$ cat config.mk
export PLATFORM = sky130hd
export DESIGN_NAME = sqrt_job_ctrl
export DESIGN_NICKNAME = d
export VERILOG_FILES = /design/src/rtl/sqrt_job_ctrl.sv
export SDC_FILE = /design/constraint.sdc
export NUM_CORES = 1
export LEC_CHECK = 0
export CORE_MARGIN = 2
export CORE_UTILIZATION = 48
export CTS_CLUSTER_SIZE = 30
export DETAILED_ROUTE_END_ITERATION = 6
export GPL_TIMING_DRIVEN = 0
export HOLD_SLACK_MARGIN = 0.1
export PLACE_DENSITY = 0.76
export SYNTH_ARGS = -nofsm -noshare
export SYNTH_HDL_FRONTEND = slang
export SYNTH_SLANG_ARGS = --single-unit
$ cat constraint.sdc
create_clock -name clk -period 2.35 [get_ports clk]
set_input_delay 0.5875 -clock clk [delete_from_list [all_inputs] [get_ports clk]]
set_output_delay 0.5875 -clock clk [all_outputs]
set_load 0.1 [all_outputs]
$ cat src/rtl/sqrt_job_ctrl.sv
`default_nettype none
// ============================================================================
// Module   : sqrt_job_ctrl
// Summary  : Tagged-request sequencer in front of a Newton-Raphson sqrt core.
// Revision : 1.0  initial release
// ============================================================================
module sqrt_job_ctrl #(
    parameter int WIDTH   = 32,
    parameter int TAG_W   = 4,
    parameter int DEPTH   = 4,
    parameter int TIMEOUT = 64
) (
    input  logic                     clk,
    input  logic                     rst_n,
    input  logic                     i_in_valid,
    output logic                     o_in_ready,
    input  logic [WIDTH-1:0]         i_in_x,
    input  logic [TAG_W-1:0]         i_in_tag,
    output logic                     o_sq_start,
    output logic [WIDTH-1:0]         o_sq_x,
    input  logic [WIDTH-1:0]         i_sq_y,
    input  logic                     i_sq_done,
    input  logic                     i_sq_error,
    output logic                     o_out_valid,
    input  logic                     i_out_ready,
    output logic [WIDTH-1:0]         o_out_y,
    output logic [TAG_W-1:0]         o_out_tag,
    output logic                     o_out_error,
    output logic                     o_out_timeout,
    output logic                     o_fault,
    output logic                     o_busy,
    output logic [$clog2(DEPTH):0]   o_fifo_count
);

    localparam int c_AW = $clog2(DEPTH);
    localparam int c_CW = c_AW + 1;
    localparam int c_TW = $clog2(TIMEOUT);
    localparam logic [c_TW-1:0] c_TMAX = c_TW'(TIMEOUT - 1);
    localparam logic [c_CW-1:0] c_FULL = c_CW'(DEPTH);

    typedef enum logic [1:0] {
        S_IDLE  = 2'd0,
        S_ISSUE = 2'd1,
        S_WAIT  = 2'd2,
        S_RESP  = 2'd3
    } state_t;

    state_t             r_state;
    state_t             w_state_nxt;
    logic [WIDTH-1:0]   r_mem_x   [DEPTH];
    logic [TAG_W-1:0]   r_mem_tag [DEPTH];
    logic [c_AW-1:0]    r_wr_ptr;
    logic [c_AW-1:0]    r_rd_ptr;
    logic [c_CW-1:0]    r_count;
    logic [c_TW-1:0]    r_timer;
    logic [WIDTH-1:0]   r_sq_x;
    logic [WIDTH-1:0]   r_out_y;
    logic [TAG_W-1:0]   r_out_tag;
    logic               r_out_error;
    logic               r_out_timeout;
    logic               r_fault;
    logic               r_live;
    logic               w_push;
    logic               w_pop;
    logic               w_empty;
    logic               w_head_small;
    logic [WIDTH-1:0]   w_head_x;
    logic [TAG_W-1:0]   w_head_tag;

    // r_live keeps in_ready low while reset is asserted and for the first cycle after.
    assign w_empty      = (r_count == '0);
    assign o_in_ready   = r_live & (r_count != c_FULL) & ~r_fault;
    assign w_push       = i_in_valid & o_in_ready;
    assign w_head_x     = r_mem_x[r_rd_ptr];
    assign w_head_tag   = r_mem_tag[r_rd_ptr];
    // The core's first guess is x>>1, which is zero for these operands.
    assign w_head_small = (w_head_x == '0) | (w_head_x == WIDTH'(1));

    assign o_sq_start    = (r_state == S_ISSUE);
    assign o_sq_x        = r_sq_x;
    assign o_out_valid   = (r_state == S_RESP);
    assign o_out_y       = r_out_y;
    assign o_out_tag     = r_out_tag;
    assign o_out_error   = r_out_error;
    assign o_out_timeout = r_out_timeout;
    assign o_fault       = r_fault;
    assign o_busy        = (r_state != S_IDLE) | ~w_empty;
    assign o_fifo_count  = r_count;

    always_ff @(posedge clk) begin
        if (w_push) begin
            r_mem_x[r_wr_ptr]   <= i_in_x;
            r_mem_tag[r_wr_ptr] <= i_in_tag;
        end
    end

    always_ff @(posedge clk or negedge rst_n) begin
        if (!rst_n) begin
            r_wr_ptr <= '0;
            r_rd_ptr <= '0;
            r_count  <= '0;
            r_live   <= 1'b0;
        end else begin
            r_live <= 1'b1;
            if (w_push) r_wr_ptr <= r_wr_ptr + 1'b1;
            if (w_pop)  r_rd_ptr <= r_rd_ptr + 1'b1;
            case ({w_push, w_pop})
                2'b10:   r_count <= r_count + 1'b1;
                2'b01:   r_count <= r_count - 1'b1;
                default: r_count <= r_count;
            endcase
        end
    end

    always_ff @(posedge clk or negedge rst_n) begin
        if (!rst_n) r_state <= S_IDLE;
        else        r_state <= w_state_nxt;
    end

    always_comb begin
        w_state_nxt = r_state;
        w_pop       = 1'b0;
        case (r_state)
            S_IDLE: begin
                if (!w_empty && !r_fault) begin
                    w_pop       = 1'b1;
                    w_state_nxt = w_head_small ? S_RESP : S_ISSUE;
                end
            end
            S_ISSUE: w_state_nxt = S_WAIT;
            S_WAIT: begin
                if (i_sq_done || (r_timer == c_TMAX)) w_state_nxt = S_RESP;
            end
            S_RESP: begin
                if (i_out_ready) w_state_nxt = S_IDLE;
            end
            default: w_state_nxt = S_IDLE;
        endcase
    end

    always_ff @(posedge clk or negedge rst_n) begin
        if (!rst_n) begin
            r_timer       <= '0;
            r_sq_x        <= '0;
            r_out_y       <= '0;
            r_out_tag     <= '0;
            r_out_error   <= 1'b0;
            r_out_timeout <= 1'b0;
            r_fault       <= 1'b0;
        end else begin
            if (w_pop) begin
                r_sq_x    <= w_head_x;
                r_out_tag <= w_head_tag;
                if (w_head_small) begin
                    r_out_y     <= w_head_x;
                    r_out_error <= 1'b0;
                end
            end
            case (r_state)
                S_ISSUE: r_timer <= '0;
                S_WAIT: begin
                    if (i_sq_done) begin
                        r_out_y     <= i_sq_error ? '0 : i_sq_y;
                        r_out_error <= i_sq_error;
                    end else if (r_timer == c_TMAX) begin
                        r_out_y       <= '0;
                        r_out_error   <= 1'b0;
                        r_out_timeout <= 1'b1;
                        r_fault       <= 1'b1;
                    end else begin
                        r_timer <= r_timer + 1'b1;
                    end
                end
                S_RESP: begin
                    if (i_out_ready) begin
                        r_out_error   <= 1'b0;
                        r_out_timeout <= 1'b0;
                    end
                end
                default: ;
            endcase
        end
    end

endmodule
`default_nettype wire

# Yosys cells after proc, flatten, opt, wreduce, memory -nomap -nowiden
# Memory sizes are Yosys's and may differ from the RTL's. A register that Yosys moved wholly into a read port is not among the register bits.
# Cells that the tools add are included.
[op_classes]
addsub = 5
mul = 0
div = 0
n_lt_le_gt_ge = 0
eq_ne = 14
shifts = 0
n_mux = 29
bitwise_logic = 8
n_reduce_logical = 16
[ops]
columns = ["operator", "count"]
rows = [
  ["2-to-1 mux 32 bit", 6],
  ["== test 32 x 1 -> 1 bit, second input constant", 1],
  ["zero test 32 bit", 1],
  ["2-to-1 mux 1 bit", 12],
  ["2-to-1 mux 6 bit", 2],
  ["one-hot mux 6 bit (2 select lines)", 1],
  ["inequality test 2 bit, second input constant", 5],
  ["AND reduction 3 bit", 3],
  ["2-to-1 mux 2 bit", 4],
  ["one-hot mux 2 bit (4 select lines)", 1],
  ["nonzero test 2 bit", 4],
  ["adder 6 x 1 -> 6 bit, second input constant", 1],
  ["== test 2 bit, second input constant", 3],
  ["== test 6 bit, second input constant", 1],
  ["one-hot mux 3 bit (2 select lines)", 1],
  ["adder 2 x 1 -> 2 bit, second input constant", 2],
  ["== test 2 x 1 -> 1 bit, second input constant", 2],
  ["one-hot mux 1 bit (2 select lines)", 2],
  ["AND reduction 4 bit", 1],
  ["adder 3 x 1 -> 3 bit, second input constant", 1],
  ["bitwise AND 1 bit", 3],
  ["zero test 1 bit", 3],
  ["zero test 3 bit", 1],
  ["inequality test 3 bit, second input constant", 1],
  ["other kinds (7)", 10],
]
[totals]
reg_bits = 83
latch_bits = 0
mem_bits_rw = 144
romBits = 0
input_bits = 74
output_inout_bits = 78
word_cells = 85
mem_count = 2
[mem_list]
columns = ["name", "depth", "word_bits", "read_ports", "rd_ports_with_merged_regs", "wr", "line", "rtl"]
rows = [
  ["r_mem_x", 4, 32, 1, 0, 1, "50", "logic [WIDTH-1:0] r_mem_x [DEPTH];"],
  ["r_mem_tag", 4, 4, 1, 1, 1, "51", "logic [TAG_W-1:0] r_mem_tag [DEPTH];"],
]

# Longest topological paths before layout
# Gate-level depths: netlist of run 1.
[depth]
depth_word = 9
depth_mapped = 11
ltp_nobuf = 10

# Least setup slack after synthesis of run 1
# Ideal clock, no wire load.
[synth_path]
kind = "register to register"
start = "reg r_count[1], in the netlist o_fifo_count[1]"
end = "mem r_mem_tag[1][0], enable pin"
setup_time_ps = 397
arrival_ps = 5049
required_time_ps = 1953
setup_slack_ps = -3096
stages_incl_launch_ff = 4
n_path_buf = 0
synth_period_minus_slack_ps = 5446
cell_sequence = "dfrtp_1 > inv_1 > a311oi_1 > and3_1"
[synth_via]
elab_chain_cells = 6
[synth_rtl]
columns = ["element", "line", "rtl"]
rows = [
  ["start: declaration", "54", "logic [c_CW-1:0] r_count;"],
  ["start signal: assignment", "108", "2'b10: r_count <= r_count + 1'b1;"],
  ["start signal: assignment", "109", "2'b01: r_count <= r_count - 1'b1;"],
  ["start signal: assignment", "110", "default: r_count <= r_count;"],
  ["inequality test 3 bit", "72", "assign o_in_ready = r_live & (r_count != c_FULL) & ~r_fault;"],
  ["bitwise AND 1 bit (2 in a row)", "72", ""],
  ["via o_in_ready", "16", "output logic o_in_ready,"],
  ["bitwise AND 1 bit", "73", "assign w_push = i_in_valid & o_in_ready;"],
  ["2-to-1 mux 1 bit", "91", "if (w_push) begin"],
  ["2-to-1 mux 1 bit (not written as such)", "93", "r_mem_tag[r_wr_ptr] <= i_in_tag;"],
  ["end: declaration", "51", ""],
]
# The timed path passes the listed nets, and every way through them passes these cells.

# Worst setup path in the final report of run 1
[layout_path]
start = "reg r_rd_ptr[0]"
end = "reg r_out_y[19], in the netlist o_out_y[19]"
[layout_via]
elab_chain_cells = 8
word_cells_on_any_way = 9
cone_classes = "1 x eq/ne; 5 x mux; 1 x bitwise; 1 x reduce/logical; 1 x memory"
[layout_rtl]
columns = ["element", "line", "rtl"]
rows = [
  ["start: declaration", "53", "logic [c_AW-1:0] r_rd_ptr;"],
  ["start signal: assignment", "106", "if (w_pop) r_rd_ptr <= r_rd_ptr + 1'b1;"],
  ["memory read (4 x 32 bit) (*)", "--", ""],
  ["== test 32 x 1 -> 1 bit or zero test 32 bit (tied branches)", "77", "assign w_head_small = (w_head_x == '0) | (w_head_x == WIDTH'(1));"],
  ["OR 1 bit", "77", ""],
  ["2-to-1 mux 32 bit (*)", "154", "if (w_head_small) begin"],
  ["2-to-1 mux 32 bit (*)", "151", "if (w_pop) begin"],
  ["2-to-1 mux 32 bit", "165", "end else if (r_timer == c_TMAX) begin"],
  ["2-to-1 mux 32 bit", "162", "if (i_sq_done) begin"],
  ["2-to-1 mux 32 bit (*)", "159", "case (r_state)"],
  ["end signal: assignment", "155", "r_out_y <= w_head_x;"],
  ["end signal: assignment", "163", "r_out_y <= i_sq_error ? '0 : i_sq_y;"],
  ["end: declaration", "57", "logic [WIDTH-1:0] r_out_y;"],
]
# Mark *: on every way between the ends. The rest lies on a longest branch, timed or not.
# A chain may end at the register's enable or synchronous reset.

==> results.md, run 1 <==
* Status: finished, violations left
* Failing checks: DRC, setup timing
* Register area share after synthesis at 0.731
* Crit path DAT at 2.97 ns
* Iter 0 DRT Violations at 388
* Tmin final at 2.57 ns
* First-pass GRT wire length at 32.6 mm
* Die height at 140 microns
* Metal1 wirelength at 8.37 mm
* Die width at 140 microns
* Main combinational cell family by area after synthesis: multiplexers
* Main synth FF type: edfxtp_1
* Worst path max stage delay at 0.57 ns
* Tot GR Track Use at 0.217
* XOR/XNOR Fraction of Synth Area at 0.00788
* Worst clock skew at 0.0144 ns
* Type of the worst min-delay path: flip-flop to flip-flop
* DRC at 19
* Setup ws final at -0.224 ns
* Worst slew pin tran at 1.01 ns
* Latest clock arrival within the worst-skew pair at 0.52 ns
* RR Startpoint: r_rd_ptr[0]$_DFFE_PN0P_
* RSZ-0062 raised after global routing: yes
* Number of register bits inferred by synthesis at 231
* Share of post-route cells with drive strength above 1 at 0.212
* Antenna violations before repair at 0
* Diodes inserted at 0
* Post-DP Area at 10800 sq um
* Top Layer Used: met4
* Setup Crit Path Kind: flip-flop to flip-flop
* Clock Tree Buf Depth at 3
* Compound-cell area share of the yosys netlist at 0.0550
* H-tree levels at 1
* Number of flops mapped to enable cells by yosys at 144
* Clock sinks at 231
* Vias per inst at 5.59
* Fin. Hold Viols at 0
* R2r setup slk at -0.22 ns
* Crit-path cells: buf_6 > buf_16 > mux4_2 > nor4_4 > and4_4 > a31oi_4 > buf_6 > a22o_1
* F_max at 388 MHz
* Total CTS buffers at 24
* Met3 Wirelength at 1.78 mm
* Area of the die at 19600 sq um
* Hold Path Sink: o_sq_x[6]$_DFFE_PN0P_
* Net Count, Synth at 625
* Final Cell Area at 11800 sq um
* IO Port Bufs at 151
* Max Slew Vio Count at 0
* Yosys warnings at 0
* 1st-pass router iterations at 7
* Startpoint types: flip-flop
* # setup viols final at 34
* Syn-to-layout area delta at 32.5%
* Crit Path Max Fanout at 7
* Syn Inst Count at 540
* Slowest cell on crit path: mux4_2
* Vias in the first global route at 5745
* Grt ovf at 0
* CTS tree: built
* R2R Path End: o_out_y[19]$_DFF_PN0_
* CP required at 2.74 ns
* Period utilization at 1.10
* Slew margin rel. at 0.331
* Row cnt at 49
* Via Count at 5477
* CP endpoint kind: flip-flop
* Post-synthesis adder-cell area fraction at 0.0163
* Post-Syn Area at 8900 sq um
* Synthesized area per cell at 16.5 sq um
* Core footprint at 18100 sq um
* Post-route ant nets at 0
* Worst-path clk slew at 0.06 ns
* Met2 Wirelength at 10.5 mm
* DR WL/cell at 21.7 microns
* Most used cell, CP: buf_6
* DP Wirelength at 13.5 mm
* Netlist cell types at 47
* Length in cells of the worst reg-to-reg path at 8
* NumNets Final at 818
* Async set-or-reset flop fraction in the synthesized netlist at 0.377
* Mux share of post-synthesis cell area at 0.0935
* Routability congestion estimate at 0.830
* Largest net degree at the start of global routing at 50
* I/O Pins at 152
* Hold path depth at 2
* Drt total wl at 21.2 mm
* Initial Util at 0.492
* Simple-gate share of the synthesized area at 0.0755
* Max-Cap Viols at 0
* Startpoint of the worst hold path: o_sq_x[6]$_DFFE_PN0P_
* Root Buffer: clkbuf_16
## Yosys cell counts, types with 2 or more instances
master,number,area [sq um]
edfxtp_1,144,4320
nand2_1,121,454
dfrtp_1,87,2180
a22o_1,34,298
mux4_2,33,743
clkbuf_1,13,48.8
inv_1,12,45.0
ha_1,10,125
nor2_1,10,37.5
o21ai_0,8,40.0
nor4_1,6,37.5
and3_1,5,31.3
xnor2_1,5,43.8
buf_6,4,45.0
a32o_1,3,30.0
mux4_1,3,78.8
nand3_1,3,15.0
xor2_1,3,26.3
a21oi_1,2,10.0
and2_1,2,12.5
buf_1,2,7.51
buf_2,2,10.0
nand4_1,2,12.5
nor2b_1,2,12.5
nor3_1,2,10.0
## stage by stage
stage / TNS [ns] / std cells / hold WS [ns] / utilization / setup slack, ns
2_1_floorplan: -72.26 / 540 / 0.292 / - / -0.593
5_1_grt: -9.59 / 979 / 0.510 / 0.652 / -0.292
3_5_place_dp: -39.56 / 921 / 0.463 / 0.596 / -0.787
3_3_place_gp: -251.08 / 920 / 0.460 / 0.594 / -3.07
4_1_cts: -6.64 / 976 / 0.472 / 0.650 / -0.244
6_report: -6.67 / 979 / 0.470 / 0.652 / -0.224
## metal layers
metal	track usage	up-vias
li1	-	2415
met3	0.0540	41
met5	0	-
met4	0.0537	0
met2	0.381	278
met1	0.274	2743
## registers in the layout, indices dropped and copies added (netlist names)
register,flops
o_out_timeout,1
r_live,1
o_out_error,1
r_state,2
o_fault,1
r_timer,6
r_wr_ptr,2
o_fifo_count,3
r_rd_ptr,2
r_mem_x,128
r_mem_tag,16
o_out_tag,4
o_sq_x,32
o_out_y,32
## layout by cell type (no fill, tap or decap), types with 7 or more instances in the layout
master,instances
o21ai_0,8
clkbuf_2,19
dlygate4sd2_1,27
clkdlybuf4s15_1,24
buf_4,8
clkbuf_8,9
clkbuf_16,24
edfxtp_1,144
clkbuf_1,15
dfrtp_1,82
clkdlybuf4s15_2,7
inv_1,7
buf_6,8
nand2_1,121
ha_1,8
a22o_1,34
nor2_1,10
clkdlybuf4s50_1,72
mux4_2,35
## kinds of logic (layout without fill, tap and decap cells)
group | count (synthesis) | after routing
DFF | 231 | 231
xor gates and xnor gates | 8 | 8
AOI/OAI and AO/OA | 59 | 59
other | 1 | 1
muxes | 37 | 37
and+or+nand+nor | 158 | 158
adders and majority gates | 11 | 11
buffers and inverters | 35 | 245
## repair_timing
action	4_1_cts	5_1_grt
buffers inserted	6	3
endpoints found under the hold margin	38	0
hold buffers	1	0
cloned	5	0
pin swaps	31	8
gates resized for setup	161	67
setup endpoints to repair	114	109
## cell type report
| type | count | area, sq um |
|---|---|---|
| repair buffers | 167 | 1610 |
| plain buffers | 23 | 216 |
| fillers | 1273 | 6290 |
| inverters | 12 | 47.5 |
| multi-input cells | 274 | 2350 |
| clock inverters | 6 | 66.3 |
| well taps | 229 | 287 |
| flip-flops and latches | 231 | 6520 |
| clock buffers | 37 | 699 |
## worst max-delay path: cells and delay by family, from the launching register on
kind,cells,cell delay (ns)
multiplexers,1,0.57
buffers and inverters,3,0.43
AO/OA/AOI/OAI,2,0.42
flip-flops,1,0.42
AND/OR/NAND/NOR,2,0.61
## worst max path at each step
stage / from / to / slack (ns)
final: r_rd_ptr[0]$_DFFE_PN0P_ / o_out_y[19]$_DFF_PN0_ / -0.22
after global routing: r_rd_ptr[0]$_DFFE_PN0P_ / o_out_y[15]$_DFF_PN0_ / -0.29
after CTS: r_rd_ptr[0]$_DFFE_PN0P_ / o_out_y[15]$_DFF_PN0_ / -0.24
after detailed placement: r_rd_ptr[1]$_DFFE_PN0P_ / o_out_y[15]$_DFF_PN0_ / -0.79
after global placement: rst_n / o_fifo_count[2]$_DFFE_PN0P_ / -3.07
after floorplan: o_fifo_count[2]$_DFFE_PN0P_ / o_fifo_count[2]$_DFFE_PN0P_ / -0.59
Power of run 1 is left out: the tool's default activity adds up to more than one toggle a clock period on the data nets, which glitch-free logic cannot reach.
==> run 2, diff against run 1 <==
--- a/config.mk
+++ b/config.mk
@@ -7,10 +7,9 @@
 export LEC_CHECK = 0
 export CORE_MARGIN = 2
-export CORE_UTILIZATION = 48
+export CORE_UTILIZATION = 23
 export CTS_CLUSTER_SIZE = 30
 export DETAILED_ROUTE_END_ITERATION = 6
 export GPL_TIMING_DRIVEN = 0
 export HOLD_SLACK_MARGIN = 0.1
-export PLACE_DENSITY = 0.76
 export SYNTH_ARGS = -nofsm -noshare
 export SYNTH_HDL_FRONTEND = slang
==> constraint.sdc (replaced) <==
create_clock -name clk -period 2.35 [get_ports clk]
set_input_delay 0.5875 -clock clk [delete_from_list [all_inputs] [get_ports clk]]
set_output_delay 0.5875 -clock clk [all_outputs]
set_load 0.02 [all_outputs]
==> results.md, run 2 (synthesis gave the netlist of run 1 again) <==
* Fin. Hold Viols at 0 (unchanged)
* Post-placement cell count at 1210 (+31%)
* Post-DP Area at 11100 sq um (+2.9%)
* Crit path DAT at 3.00 ns (+0.03 ns)
* H-tree levels at 1 (unchanged)
* DRC at 0 (-19)
* Worst-path clk slew at 0.06 ns (about the same)
* RR Startpoint: r_rd_ptr[0]$_DFFE_PN0P_
* Total CTS buffers at 26 (+8.3%)
* Slew margin rel. at 0.586 (+0.255)
* Core footprint at 38400 sq um (+110%)
* Worst slew pin tran at 0.620 ns (-0.387 ns)
* Iter 0 DRT Violations at 335 (-14%)
* Top reg by flops: r_mem_x
* Share of post-route cells with drive strength above 1 at 0.186 (-0.0262)
* Hold path depth at 2 (unchanged)
* Max reg flops at 128 (unchanged)
* CP endpoint kind: flip-flop
* Cell Pwr Density at 1300 nW/um^2
* Sw Ratio at 0.340
* Static leakage at 4.66 nW
* Max Slew Vio Count at 0 (unchanged)
* Post-route ant nets at 0 (unchanged)
* Type of the worst min-delay path: flip-flop to flip-flop
* Antenna violations before repair at 1 (+1)
* Tmin final at 2.59 ns (+0.0158 ns)
* Row cnt at 72 (+47%)
* Most frequent cells in the layout: clkdlybuf4s50_1, edfxtp_1, nand2_1, dfrtp_1
* Most common cell after layout, fill and taps aside: clkdlybuf4s50_1
* RSZ-0062 raised after global routing: yes
* Root Buffer: clkbuf_16
* Via Count at 5371 (-1.9%)
* Final Cell Area at 12400 sq um (+5.1%)
* Vias in the first global route at 5628 (-2.0%)
* Worst clock skew at 0.0283 ns (+0.0139 ns)
* Slowest cell on crit path: mux4_2
* Largest net degree at the start of global routing at 52 (+4.0%)
* Startpoint of the worst hold path: o_sq_x[1]$_DFFE_PN0P_
* Area of the die at 40300 sq um (+110%)
* Syn-to-layout area delta at 39.3%
* IO Port Bufs at 151 (unchanged)
* Setup Crit Path Kind: flip-flop to flip-flop
* DP Worst Slack at -0.778 ns (+0.00926 ns)
* First-pass GRT wire length at 35.3 mm (+8.4%)
* Die height at 201 microns (+43%)
* R2R Path End: o_out_y[21]$_DFF_PN0_
* NumNets Final at 825 (+0.86%)
* R2r setup slk at -0.24 ns (-0.02 ns)
* Initial Util at 0.232 (-0.260)
* 1st-pass router iterations at 4 (-3)
* Failing checks: setup timing
* Peak VDD IR at 637 uV
* Startpoint types: flip-flop
* CTS tree: built
* Non-filler cells, final at 1278 (+31%)
* Worst hold margin at 0.468 ns (-0.00160 ns)
* Switch Pwr at 5.48 mW
* Vias per inst at 4.20 (-25%)
* Status: finished, violations left
* P_int at 10.6 mW
* Latest clock arrival within the worst-skew pair at 0.55 ns (+0.03 ns)
* Setup ws final at -0.240 ns (-0.0158 ns)
* Clock sinks at 231 (unchanged)
* Tot GR Track Use at 0.114 (-0.103)
* Crit-path cells: buf_6 > buf_12 > buf_12 > mux4_2 > nor4_2 > and4_4 > a31oi_4 > buf_6 > a22o_1
* Crit Path Max Fanout at 10 (+3)
* Max-Cap Viols at 0 (unchanged)
* Clock Tree Buf Depth at 3 (unchanged)
* DP Wirelength at 15.6 mm (+16%)
* I/O Pins at 152 (unchanged)
* Hold Path Sink: o_sq_x[1]$_DFFE_PN0P_
* Worst path max stage delay at 0.56 ns (about the same)
* # setup viols final at 34 (unchanged)
* Grt ovf at 0 (unchanged)
* F_max at 386 MHz (-0.61%)
* DR WL/cell at 18.1 microns (-17%)
* Clock power share at 0.259
* Power share of the combinational group at 0.389
* Drt total wl at 23.1 mm (+9.0%)
* Period utilization at 1.10 (+0.00672)
* Seq pwr share at 0.352
* Length in cells of the worst reg-to-reg path at 9 (+1)
* Die width at 201 microns (+43%)
* CP required at 2.76 ns (+0.02 ns)
* Routability congestion estimate at 0.786 (-5.4%)
==> run 2: cell count changes in the layout (fill, tap and decap cells not counted), sizes merged <==
cell | previous run | this run
bufinv | 1 | 3
buf | 28 | 32
clkbuf | 68 | 45
diode | 0 | 1
clkinvlp | 0 | 2
clkdlybuf4s50 | 72 | 146
dlygate4sd2 | 27 | 3
inv | 12 | 14
clkdlybuf4s15 | 31 | 0
clkinv | 5 | 8
==> run 2: power groups by stage <==
stage               logic, mW  registers [mW]  clock network, mW
floorplan                2.62            6.33                  0
global placement         5.70            5.71                  0
detailed placement       5.74            5.75                  0
CTS                      6.32            5.67               4.27
global route             6.78            5.78               4.43
finish                   6.26            5.68               4.16
==> run 2: cell type report <==
class                      instances  area, sq um
timing repair buffer             172         1730
clock inverter                    15          184
inverter                          12         47.5
antenna                            1         2.50
sequential                       231         6500
multi-input combinational        274         2350
buffer                            23          214
clock buffer                      32          713
fill                            3804        26000
tap                              518          648
==> run 2: metrics by stage <==
stage	setup TNS (ns)	util	total power [mW]
3_5_place_dp	-39.34	0.289	11.5
3_3_place_gp	-285.81	0.288	11.4
4_1_cts	-6.63	0.321	16.3
2_1_floorplan	0	-	8.96
5_1_grt	-9.02	0.323	17.0
6_report	-7.17	0.323	16.1
==> run 2: worst max-delay path: cells and delay by family (launching register included) <==
| kind | cells | cell delay, ns |
|---|---|---|
| buffers and inverters | 4 | 0.54 |
| AO/OA/AOI/OAI | 2 | 0.37 |
| multiplexers | 1 | 0.56 |
| flip-flops | 1 | 0.39 |
| AND/OR/NAND/NOR | 2 | 0.58 |
==> run 2: worst max-delay path by stage <==
stage	end	depth (start not counted)	from
2_1_floorplan	o_out_y[10]$_DFF_PN0_	8	r_rd_ptr[1]$_DFFE_PN0P_
3_3_place_gp	o_sq_x[14]$_DFFE_PN0P_	1	rst_n
3_5_place_dp	o_out_y[26]$_DFF_PN0_	8	r_rd_ptr[1]$_DFFE_PN0P_
4_1_cts	o_out_y[21]$_DFF_PN0_	9	r_rd_ptr[0]$_DFFE_PN0P_
5_1_grt	o_out_y[15]$_DFF_PN0_	9	r_rd_ptr[0]$_DFFE_PN0P_
6_report	o_out_y[21]$_DFF_PN0_	9	r_rd_ptr[0]$_DFFE_PN0P_
==> run 2: per-layer routing <==
layer	wire length (microns)	up-vias	track usage
met1	10100	2690	0.152
li1	-	2446	-
met4	431	0	0.0235
met2	10900	205	0.190
met3	1690	30	0.0260
met5	0	-	0
==> run 2: repair_timing <==
action | 4_1_cts | 5_1_grt
pin swaps | 5 | 5
endpoints found under the hold margin | 36 | 0
cloned | 2 | 0
hold buffers | 1 | 0
gates resized for setup | 52 | 21
setup buffers | 14 | 3
endpoints found under the setup margin | 86 | 103
No activity file was read; power rests on OpenSTA's default activity.
